==> config.mk <==
export PLATFORM = sky130hd
export DESIGN_NAME = fifo_param
export DESIGN_NICKNAME = d
export VERILOG_FILES = /design/src/rtl/fifo_param.sv
export SDC_FILE = /design/constraint.sdc
export NUM_CORES = 1
export LEC_CHECK = 0
export ABC_AREA = 1
export ABC_CLOCK_PERIOD_IN_PS = 1700
export CAP_MARGIN = 0
export CORE_MARGIN = 1.5
export CORE_UTILIZATION = 30
export CTS_BUF_LIST = sky130_fd_sc_hd__clkbuf_2
export CTS_CLUSTER_DIAMETER = 50
export DETAILED_ROUTE_END_ITERATION = 6
export GPL_TIMING_DRIVEN = 0
export PLACE_DENSITY_LB_ADDON = 0.08
export SYNTH_ARGS = -nofsm -noshare
export SYNTH_HDL_FRONTEND = slang
export SYNTH_SLANG_ARGS = --single-unit
==> constraint.sdc <==
create_clock -name clk -period 1.7 [get_ports clk]
set_input_delay 0.255 -clock clk [delete_from_list [all_inputs] [get_ports clk]]
set_output_delay 0.255 -clock clk [all_outputs]
set_load 0.1 [all_outputs]
==> src/rtl/fifo_param.sv <==
// fifo_param: synchronous single-clock FIFO with occupancy/threshold flags,
// hysteretic upstream pause, and overflow/underflow error indicators.
//
// Ports:
//   clk             rising-edge clock
//   reset           asynchronous active-low reset
//   Fifo_Data_in    write data (DATA_WIDTH)
//   Fifo_wr         push request
//   Fifo_rd         pop request
//   Fifo_data_out   registered read data, 1-cycle latency, holds when idle
//   Fifo_rd_valid   high for one cycle when Fifo_data_out has a new word
//   Fifo_empty      count == 0
//   Fifo_full       count == DEPTH
//   almost_empty    count <= AE_THRESH
//   almost_full     count >= AF_THRESH
//   pause           upstream hold request (set at AF_THRESH, cleared at AE_THRESH)
//   count           occupancy 0..DEPTH (ADDR_WIDTH+1 bits)
//   error_overflow  push refused because FIFO full
//   error_underflow pop refused because FIFO empty
//
// Build option: define FIFO_STICKY_ERR_EN to make the error outputs latch
// until reset; otherwise each error is a 1-cycle pulse per offending request.

module fifo_param #(
    parameter int DATA_WIDTH = 6,
    parameter int ADDR_WIDTH = 3,
    parameter int AE_THRESH  = 1,
    parameter int AF_THRESH  = 6
) (
    input  logic                  clk,
    input  logic                  reset,
    input  logic [DATA_WIDTH-1:0] Fifo_Data_in,
    input  logic                  Fifo_wr,
    input  logic                  Fifo_rd,
    output logic [DATA_WIDTH-1:0] Fifo_data_out,
    output logic                  Fifo_rd_valid,
    output logic                  Fifo_empty,
    output logic                  Fifo_full,
    output logic                  almost_empty,
    output logic                  almost_full,
    output logic                  pause,
    output logic [ADDR_WIDTH:0]   count,
    output logic                  error_overflow,
    output logic                  error_underflow
);

    localparam int DEPTH = 1 << ADDR_WIDTH;
    localparam logic [ADDR_WIDTH:0] FULL_CNT = (ADDR_WIDTH+1)'(DEPTH);
    localparam logic [ADDR_WIDTH:0] AE_CNT   = (ADDR_WIDTH+1)'(AE_THRESH);
    localparam logic [ADDR_WIDTH:0] AF_CNT   = (ADDR_WIDTH+1)'(AF_THRESH);

    localparam logic [0:0] RUN  = 1'b0;
    localparam logic [0:0] HOLD = 1'b1;

    logic [DATA_WIDTH-1:0] mem [DEPTH];
    logic [ADDR_WIDTH-1:0] wr_ptr, rd_ptr;
    logic [ADDR_WIDTH:0]   count_nxt;
    logic [0:0]            state, state_nxt;
    logic                  push_acc, pop_acc, ovf_det, unf_det;

    // A pop needs a stored word, so a push into an empty FIFO is never
    // popped in the same cycle. A push into a full FIFO is allowed only
    // when a pop frees a slot on the same edge.
    assign pop_acc  = Fifo_rd && (count != '0);
    assign push_acc = Fifo_wr && ((count != FULL_CNT) || pop_acc);
    assign ovf_det  = Fifo_wr && (count == FULL_CNT) && !pop_acc;
    assign unf_det  = Fifo_rd && (count == '0);

    always_comb begin
        count_nxt = count;
        case ({push_acc, pop_acc})
            2'b10:   count_nxt = count + (ADDR_WIDTH+1)'(1);
            2'b01:   count_nxt = count - (ADDR_WIDTH+1)'(1);
            default: count_nxt = count;
        endcase
    end

    // Hysteresis looks at the next count so pause moves on the same edge
    // that count crosses a threshold.
    always_comb begin
        state_nxt = state;
        case (state)
            RUN:     if (count_nxt >= AF_CNT) state_nxt = HOLD;
            HOLD:    if (count_nxt <= AE_CNT) state_nxt = RUN;
            default: state_nxt = RUN;
        endcase
    end

    // Storage is intentionally not reset.
    always_ff @(posedge clk) begin
        if (push_acc) mem[wr_ptr] <= Fifo_Data_in;
    end

    always_ff @(posedge clk or negedge reset) begin
        if (!reset) begin
            wr_ptr          <= '0;
            rd_ptr          <= '0;
            count           <= '0;
            Fifo_data_out   <= '0;
            Fifo_rd_valid   <= 1'b0;
            state           <= RUN;
            error_overflow  <= 1'b0;
            error_underflow <= 1'b0;
        end else begin
            if (push_acc) wr_ptr <= wr_ptr + ADDR_WIDTH'(1);
            if (pop_acc) begin
                Fifo_data_out <= mem[rd_ptr];
                rd_ptr        <= rd_ptr + ADDR_WIDTH'(1);
            end
            Fifo_rd_valid <= pop_acc;
            count         <= count_nxt;
            state         <= state_nxt;
`ifdef FIFO_STICKY_ERR_EN
            error_overflow  <= error_overflow  | ovf_det;
            error_underflow <= error_underflow | unf_det;
`else
            error_overflow  <= ovf_det;
            error_underflow <= unf_det;
`endif
        end
    end

    // Flags decode from the registered count, so reset drives them at once.
    assign Fifo_empty   = (count == '0);
    assign Fifo_full    = (count == FULL_CNT);
    assign almost_empty = (count <= AE_CNT);
    assign almost_full  = (count >= AF_CNT);
    assign pause        = (state == HOLD);

endmodule

==> results.py, run 1 <==
metrics = {
    "sta": {
        "finalSetupViolations": 56,
        "period_share": 1.13,
        "tightest_slew_ns": 0.972,
        "setup_slack_ns": -0.228,
        "slew_headroom": 0.350,
        "slew_violations": 0,
        "whs_ns": 0.260,
        "rsz0062_at_grt": "true",
        "finalClockSkew_ns": 0.0217,
        "min_period_ns": 1.93,
        "hold_violations": 0,
        "fmax_mhz": 519,
    },
    "setup_path": {
        "cp_data_arrival_time_ns": 2.12,
        "timing.critical_path.mode_cell": "nor2_4",
        "startpoint": "count[1]$_DFF_PN0_",
        "crit_slowest_cell": "dfrtp_4",
        "rr_startpoint": "count[1]$_DFF_PN0_",
        "critPathMaxStageDelay_ns": 0.50,
        "endpoint_kind": "flop",
        "cp_top_family": "simple AND/OR/NAND/NOR gates",
        "worst-path-buf-inv": 2,
        "critPathMaxFanout": 6,
        "cp-start-kind": "flop",
        "critPathKind": "reg2reg",
        "worstPathRequired_ns": 1.89,
        "crit_chain": "inv_4, ha_4, nand3_4, nor2_4, nor2_4, inv_2, or2_4, nor2_4",
    },
    "synthesis": {
        "synth_top_family_by_area": "simple AND/OR/NAND/NOR gates",
        "yosysTopAreaCellShare": 0.495,
        "yosys-top-cells-count": "48 x edfxtp_1, 32 x nand2_1, 31 x nor2_1, 27 x o21ai_0, 20 x dfrtp_1",
        "synth_adder_area_share": 0.0258,
        "ys_seq_elements": 68,
        "synth_compound_area_frac": 0.0945,
        "synth_cell_types": 26,
        "synth_area_leader_cell": "edfxtp_1",
        "synth.avg_cell_area_um2": 11.8,
        "async_flop_share": 0.294,
        "synth-simple-area-share": 0.152,
        "synthMuxAreaShare": 0,
        "synth_flop_cell": "edfxtp_1",
        "synthesis.nets": 262,
        "synth_xor_area_frac": 0.0210,
        "syn_inst": 246,
        "synthTopCellsByArea": "edfxtp_1 49%, dfrtp_1 17%, o21ai_0 4.6%",
        "synth_edf_count": 48,
        "syn_area_mm2": 0.00291,
        "synth_most_common_cell": "edfxtp_1",
        "yosys_warnings": 0,
        "ys_seq_area_frac": 0.667,
    },
    "floorplan": {
        "io_pins": 28,
        "rows": 35,
        "start_util": 0.312,
        "die_w_um": 102,
        "dieArea_mm2": 0.0103,
        "die_h_um": 102,
        "core_mm2": 0.00933,
    },
    "routing": {
        "drc": 0,
        "ant_nets": 0,
        "vias": 1990,
        "wl_per_cell_um": 15.4,
        "drt-initial-drc-count": 70,
        "dr.pass1.iters": 4,
        "routed_via_density": 4.52,
        "wl_mm": 6.76,
    },
    "grt": {
        "grt_pass1_wl_mm": 11.0,
        "antenna_found_initial": 0,
        "grt_pass1_vias": 2029,
        "grt_max_degree": 21,
        "grt-ovfl-total": 0,
        "grt_usage": 0.147,
    },
    "clock_tree": {
        "clk_pin_slew_worst_paths_ns": 0.21,
        "clk_path_buf_depth": 2,
        "hold_buffers": 0,
        "worstSkewPairLatency_ns": 0.49,
        "ctsHtreeMaxLevel": 3,
        "numCtsBuffers": 9,
        "root_buffer": "clkbuf_2",
        "cts.sinks": 68,
        "cts_tree": "built",
    },
    "placed_design": {
        "gp_congestion": 0.724,
        "io_buffers": 27,
        "hpwl_mm": 4.41,
    },
    "job": {
        "maxCapViolations": 0,
    },
    "layout": {
        "num_antenna_cells": 0,
        "finish.utilization": 0.420,
        "final_nets": 322,
        "fill_cells": 910,
        "drive_above_1_share": 0.347,
        "areaGrowthSynthToFinish_pct": 34.6,
    },
    "run_status": {
        "violations": "setup timing",
        "outcome": "finished with violations",
    },
    "worst_hold_path": {
        "hold_class": "in2async",
    },
}
-- state kept, by name, indices dropped and copies added (netlist names) --
| name | flops |
|---|---|
| pause | 1 |
| wr_ptr | 3 |
| mem | 48 |
| Fifo_data_out | 6 |
| error_underflow | 1 |
| error_overflow | 1 |
| rd_ptr | 3 |
| count | 4 |
| Fifo_rd_valid | 1 |
-- worst register-to-register path, cell delays in order (launching register included) --
cell     delay (ns)
dfrtp_4        0.50
inv_4          0.05
ha_4           0.17
nand3_4        0.11
nor2_4         0.05
nor2_4         0.14
inv_2          0.05
or2_4          0.31
nor2_4         0.25
-- cells in the final DEF (no fill, tap or decap), types with 3 or more instances in the layout --
cell / instances
edfxtp_1: 48
nand2_1: 28
nor2_1: 26
o21ai_0: 24
dfrtp_1: 15
buf_4: 15
clkbuf_2: 12
inv_1: 11
nor2_4: 10
buf_2: 10
clkdlybuf4s50_1: 9
buf_12: 8
xor2_1: 7
o22ai_1: 6
o221ai_1: 6
o211ai_1: 6
nand3_1: 5
ha_1: 5
buf_6: 5
inv_2: 4
nor2_2: 4
nand3_2: 4
nand2_8: 3
o21ai_1: 3
nand2_2: 3
clkbuf_4: 3
dfrtp_4: 3
-- timing repair --
item / CTS / global route
resized for setup: 133 / 33
endpoints found under the setup margin: 74 / 67
cloned: 0 / 1
setup buffers: 14 / 9
pin swaps: 11 / 14
-- logic make-up (layout without fill, tap and decap cells) --
kind of cell,after synthesis,after routing
fa+ha+maj,6,6
xor+xnor,7,7
simple gates,91,91
buf+inv,28,93
flops,68,68
compound gates,46,46
-- area by class of cell --
type	instances	area [um^2]	area share
tap	129	161	0.0412
sequential	68	1960	0.499
multi-input combinational	150	1000	0.256
inverter	19	87.6	0.0223
clock inverter	7	98.8	0.0252
buffer	9	67.6	0.0172
timing repair buffer	49	502	0.128
clock buffer	9	45.0	0.0115
-- metal layers --
layer	share of wire	vias to the layer above	GRT usage
met2	0.47	49	0.230
met4	0.015	0	0.0459
li1	-	985	-
met5	0	-	0
met3	0.042	11	0.0421
met1	0.47	945	0.197
-- per-stage QoR --
stage               instance area [um^2]  setup WS, ns  cells  setup TNS [ns]
finish                              3920        -0.228    440           -6.28
floorplan                           2990        -0.267    246          -11.46
global route                        3920        -0.331    440          -11.14
global placement                    3420        -0.640    402          -23.90
detailed placement                  3420        -0.639    402          -23.40
CTS                                 3740        -0.250    432           -7.00
-- final timing paths --
kind                                           endpoint  slack (ns)  depth (start not counted)
setup / recovery                    mem[4][2]$_DFFE_PP_       -0.23                          8
hold / removal                       count[0]$_DFF_PN0_        0.26                          1
setup reg to reg                    mem[4][2]$_DFFE_PP_       -0.23                          8
max in group asynchronous            count[2]$_DFF_PN0_        0.72                          1
min in group clk                    mem[0][0]$_DFFE_PP_        0.49                          1
hold reg to reg            Fifo_data_out[3]$_DFFE_PN0N_        0.49                          2
Power of run 1 is not shown: default switching activity piles up to over one toggle a cycle in this logic, so the estimate is an artifact.
==> run 2: changes to the inputs <==
SKIP_CTS_REPAIR_TIMING = 1   (was default)
==> run 2 against run 1 <==
Net effect:
- clock skew shrank 0.00051 ns
- utilization shrank 2.2 points
- die area is the same
- clock-buffer cell count is the same
- via count shrank 2.5%
- the run still ends with setup timing left
- critical endpoint is now mem[6][1]$_DFFE_PP_
- global-route usage shrank 0.53 points
- sequential share of layout area grew 2.8 points
- cell area shrank 5.3%
==> results.py, run 2 (synthesis results as in run 1) <==
metrics = {
    "floorplan": {
        "die_w_um": 102,
        "dieArea_mm2": 0.0103,
        "start_util": 0.312,
        "io_pins": 28,
        "die_h_um": 102,
        "rows": 35,
        "core_mm2": 0.00933,
    },
    "layout": {
        "num_antenna_cells": 0,
        "largest_reg_flops": 48,
        "top_register": "mem",
        "areaGrowthSynthToFinish_pct": 27.5,
        "final_cell_mix": "48 x edfxtp_1, 28 x nand2_1, 26 x nor2_1, 26 x o21ai_0",
        "final_nets": 312,
        "fill_cells": 938,
        "final_common_cell": "edfxtp_1",
        "top_regs": "mem: 48 flops, Fifo_data_out: 6 flops, count: 4 flops",
        "multi_input_area_um2": 971,
        "finish.utilization": 0.398,
        "final_cell_count_no_fill": 430,
        "area.sequential_mm2": 0.00196,
        "drive_above_1_share": 0.316,
    },
    "sta": {
        "slew_violations": 0,
        "rsz0062_at_grt": "true",
        "period_share": 1.15,
        "setup_slack_ns": -0.247,
        "finalClockSkew_ns": 0.0212,
        "min_period_ns": 1.95,
        "whs_ns": 0.259,
        "hold_violations": 0,
        "finalSetupViolations": 53,
        "tightest_slew_ns": 0.951,
        "fmax_mhz": 514,
        "finalSetupTns_ns": -8.07,
        "slew_headroom": 0.364,
    },
    "run_status": {
        "violations": "setup timing",
        "outcome": "finished with violations",
    },
    "setup_path": {
        "critPathMaxFanout": 6,
        "rr_startpoint": "count[1]$_DFF_PN0_",
        "cp_top_family": "simple AND/OR/NAND/NOR gates",
        "crit_slowest_cell": "dfrtp_4",
        "cp-start-kind": "flop",
        "r2r_setup_slack_ns": -0.25,
        "endpoint_kind": "flop",
        "cp_data_arrival_time_ns": 2.14,
        "r2r_cells": 8,
        "worst-path-buf-inv": 2,
        "worstPathRequired_ns": 1.89,
        "crit_chain": "inv_4, ha_4, nand3_4, nor2_4, nor2_4, inv_2, or2_4, nor2_4",
        "critPathMaxStageDelay_ns": 0.51,
        "critPathKind": "reg2reg",
        "rr_endpoint": "mem[6][1]$_DFFE_PP_",
        "timing.critical_path.mode_cell": "nor2_4",
    },
    "worst_hold_path": {
        "hold_class": "in2async",
    },
    "placed_design": {
        "gp_congestion": 0.724,
        "hpwl_mm": 4.41,
        "dpl.cell_count": 402,
        "io_buffers": 27,
    },
    "routing": {
        "routed_via_density": 4.51,
        "dr.pass1.iters": 4,
        "drc": 0,
        "wl_mm": 6.48,
        "drt-initial-drc-count": 59,
        "vias": 1941,
        "ant_nets": 0,
        "wl_per_cell_um": 15.1,
    },
    "clock_tree": {
        "cts.sinks": 68,
        "root_buffer": "clkbuf_2",
        "numCtsBuffers": 9,
        "cts_tree": "built",
        "ctsHtreeMaxLevel": 3,
        "clk_pin_slew_worst_paths_ns": 0.20,
        "worstSkewPairLatency_ns": 0.49,
        "clk_path_buf_depth": 2,
    },
    "grt": {
        "grt_pass1_wl_mm": 10.5,
        "grt_max_degree": 21,
        "antenna_found_initial": 0,
        "grt_usage": 0.141,
        "grt-ovfl-total": 0,
        "grt_pass1_vias": 1942,
    },
    "job": {
        "maxCapViolations": 0,
    },
}
==> run 2: cell types whose count changed in the layout (fill, tap and decap cells not counted), sizes merged <==
cell	previous run	this run
clkbuf	18	21
buf	40	27
==> run 2: worst max-delay path by stage <==
| stage | start | end | slack (ns) | cells after the start |
|---|---|---|---|---|
| 2_1_floorplan | count[0]$_DFF_PN0_ | mem[4][0]$_DFFE_PP_ | -0.27 | 8 |
| 3_3_place_gp | count[0]$_DFF_PN0_ | Fifo_full | -0.64 | 5 |
| 3_5_place_dp | count[0]$_DFF_PN0_ | Fifo_full | -0.64 | 5 |
| 4_1_cts | count[0]$_DFF_PN0_ | Fifo_full | -1.24 | 5 |
| 5_1_grt | count[1]$_DFF_PN0_ | Fifo_full | -0.35 | 5 |
| 6_report | count[1]$_DFF_PN0_ | mem[6][1]$_DFFE_PP_ | -0.25 | 8 |
==> run 2: stage by stage <==
step	area (um^2)	setup slack, ns
finish	3710	-0.247
global route	3710	-0.348
CTS	3560	-1.24
detailed placement	3420	-0.639
global placement	3420	-0.640
floorplan	2990	-0.267
==> run 2: final cells by class <==
| type | count | area share |
|---|---|---|
| inverter | 19 | 0.0216 |
| tap | 129 | 0.0435 |
| multi-input combinational | 150 | 0.261 |
| buffer | 9 | 0.0155 |
| timing repair buffer | 39 | 0.0927 |
| sequential | 68 | 0.527 |
| clock buffer | 9 | 0.0121 |
| clock inverter | 7 | 0.0266 |
==> run 2: worst reg2reg max path, stage by stage (launching register included) <==
cell,delay (ns)
dfrtp_4,0.51
inv_4,0.05
ha_4,0.17
nand3_4,0.11
nor2_4,0.05
nor2_4,0.17
inv_2,0.06
or2_4,0.29
nor2_4,0.23
==> run 2: metal layers <==
metal  wire, um  track usage  vias to the layer above
met5          0            0                        -
met4         82       0.0459                        0
met3        307       0.0421                        9
met2       2980        0.217                       43
met1       3110        0.193                      928
li1           -            -                      961
Power of run 2 is left out for the same reason.
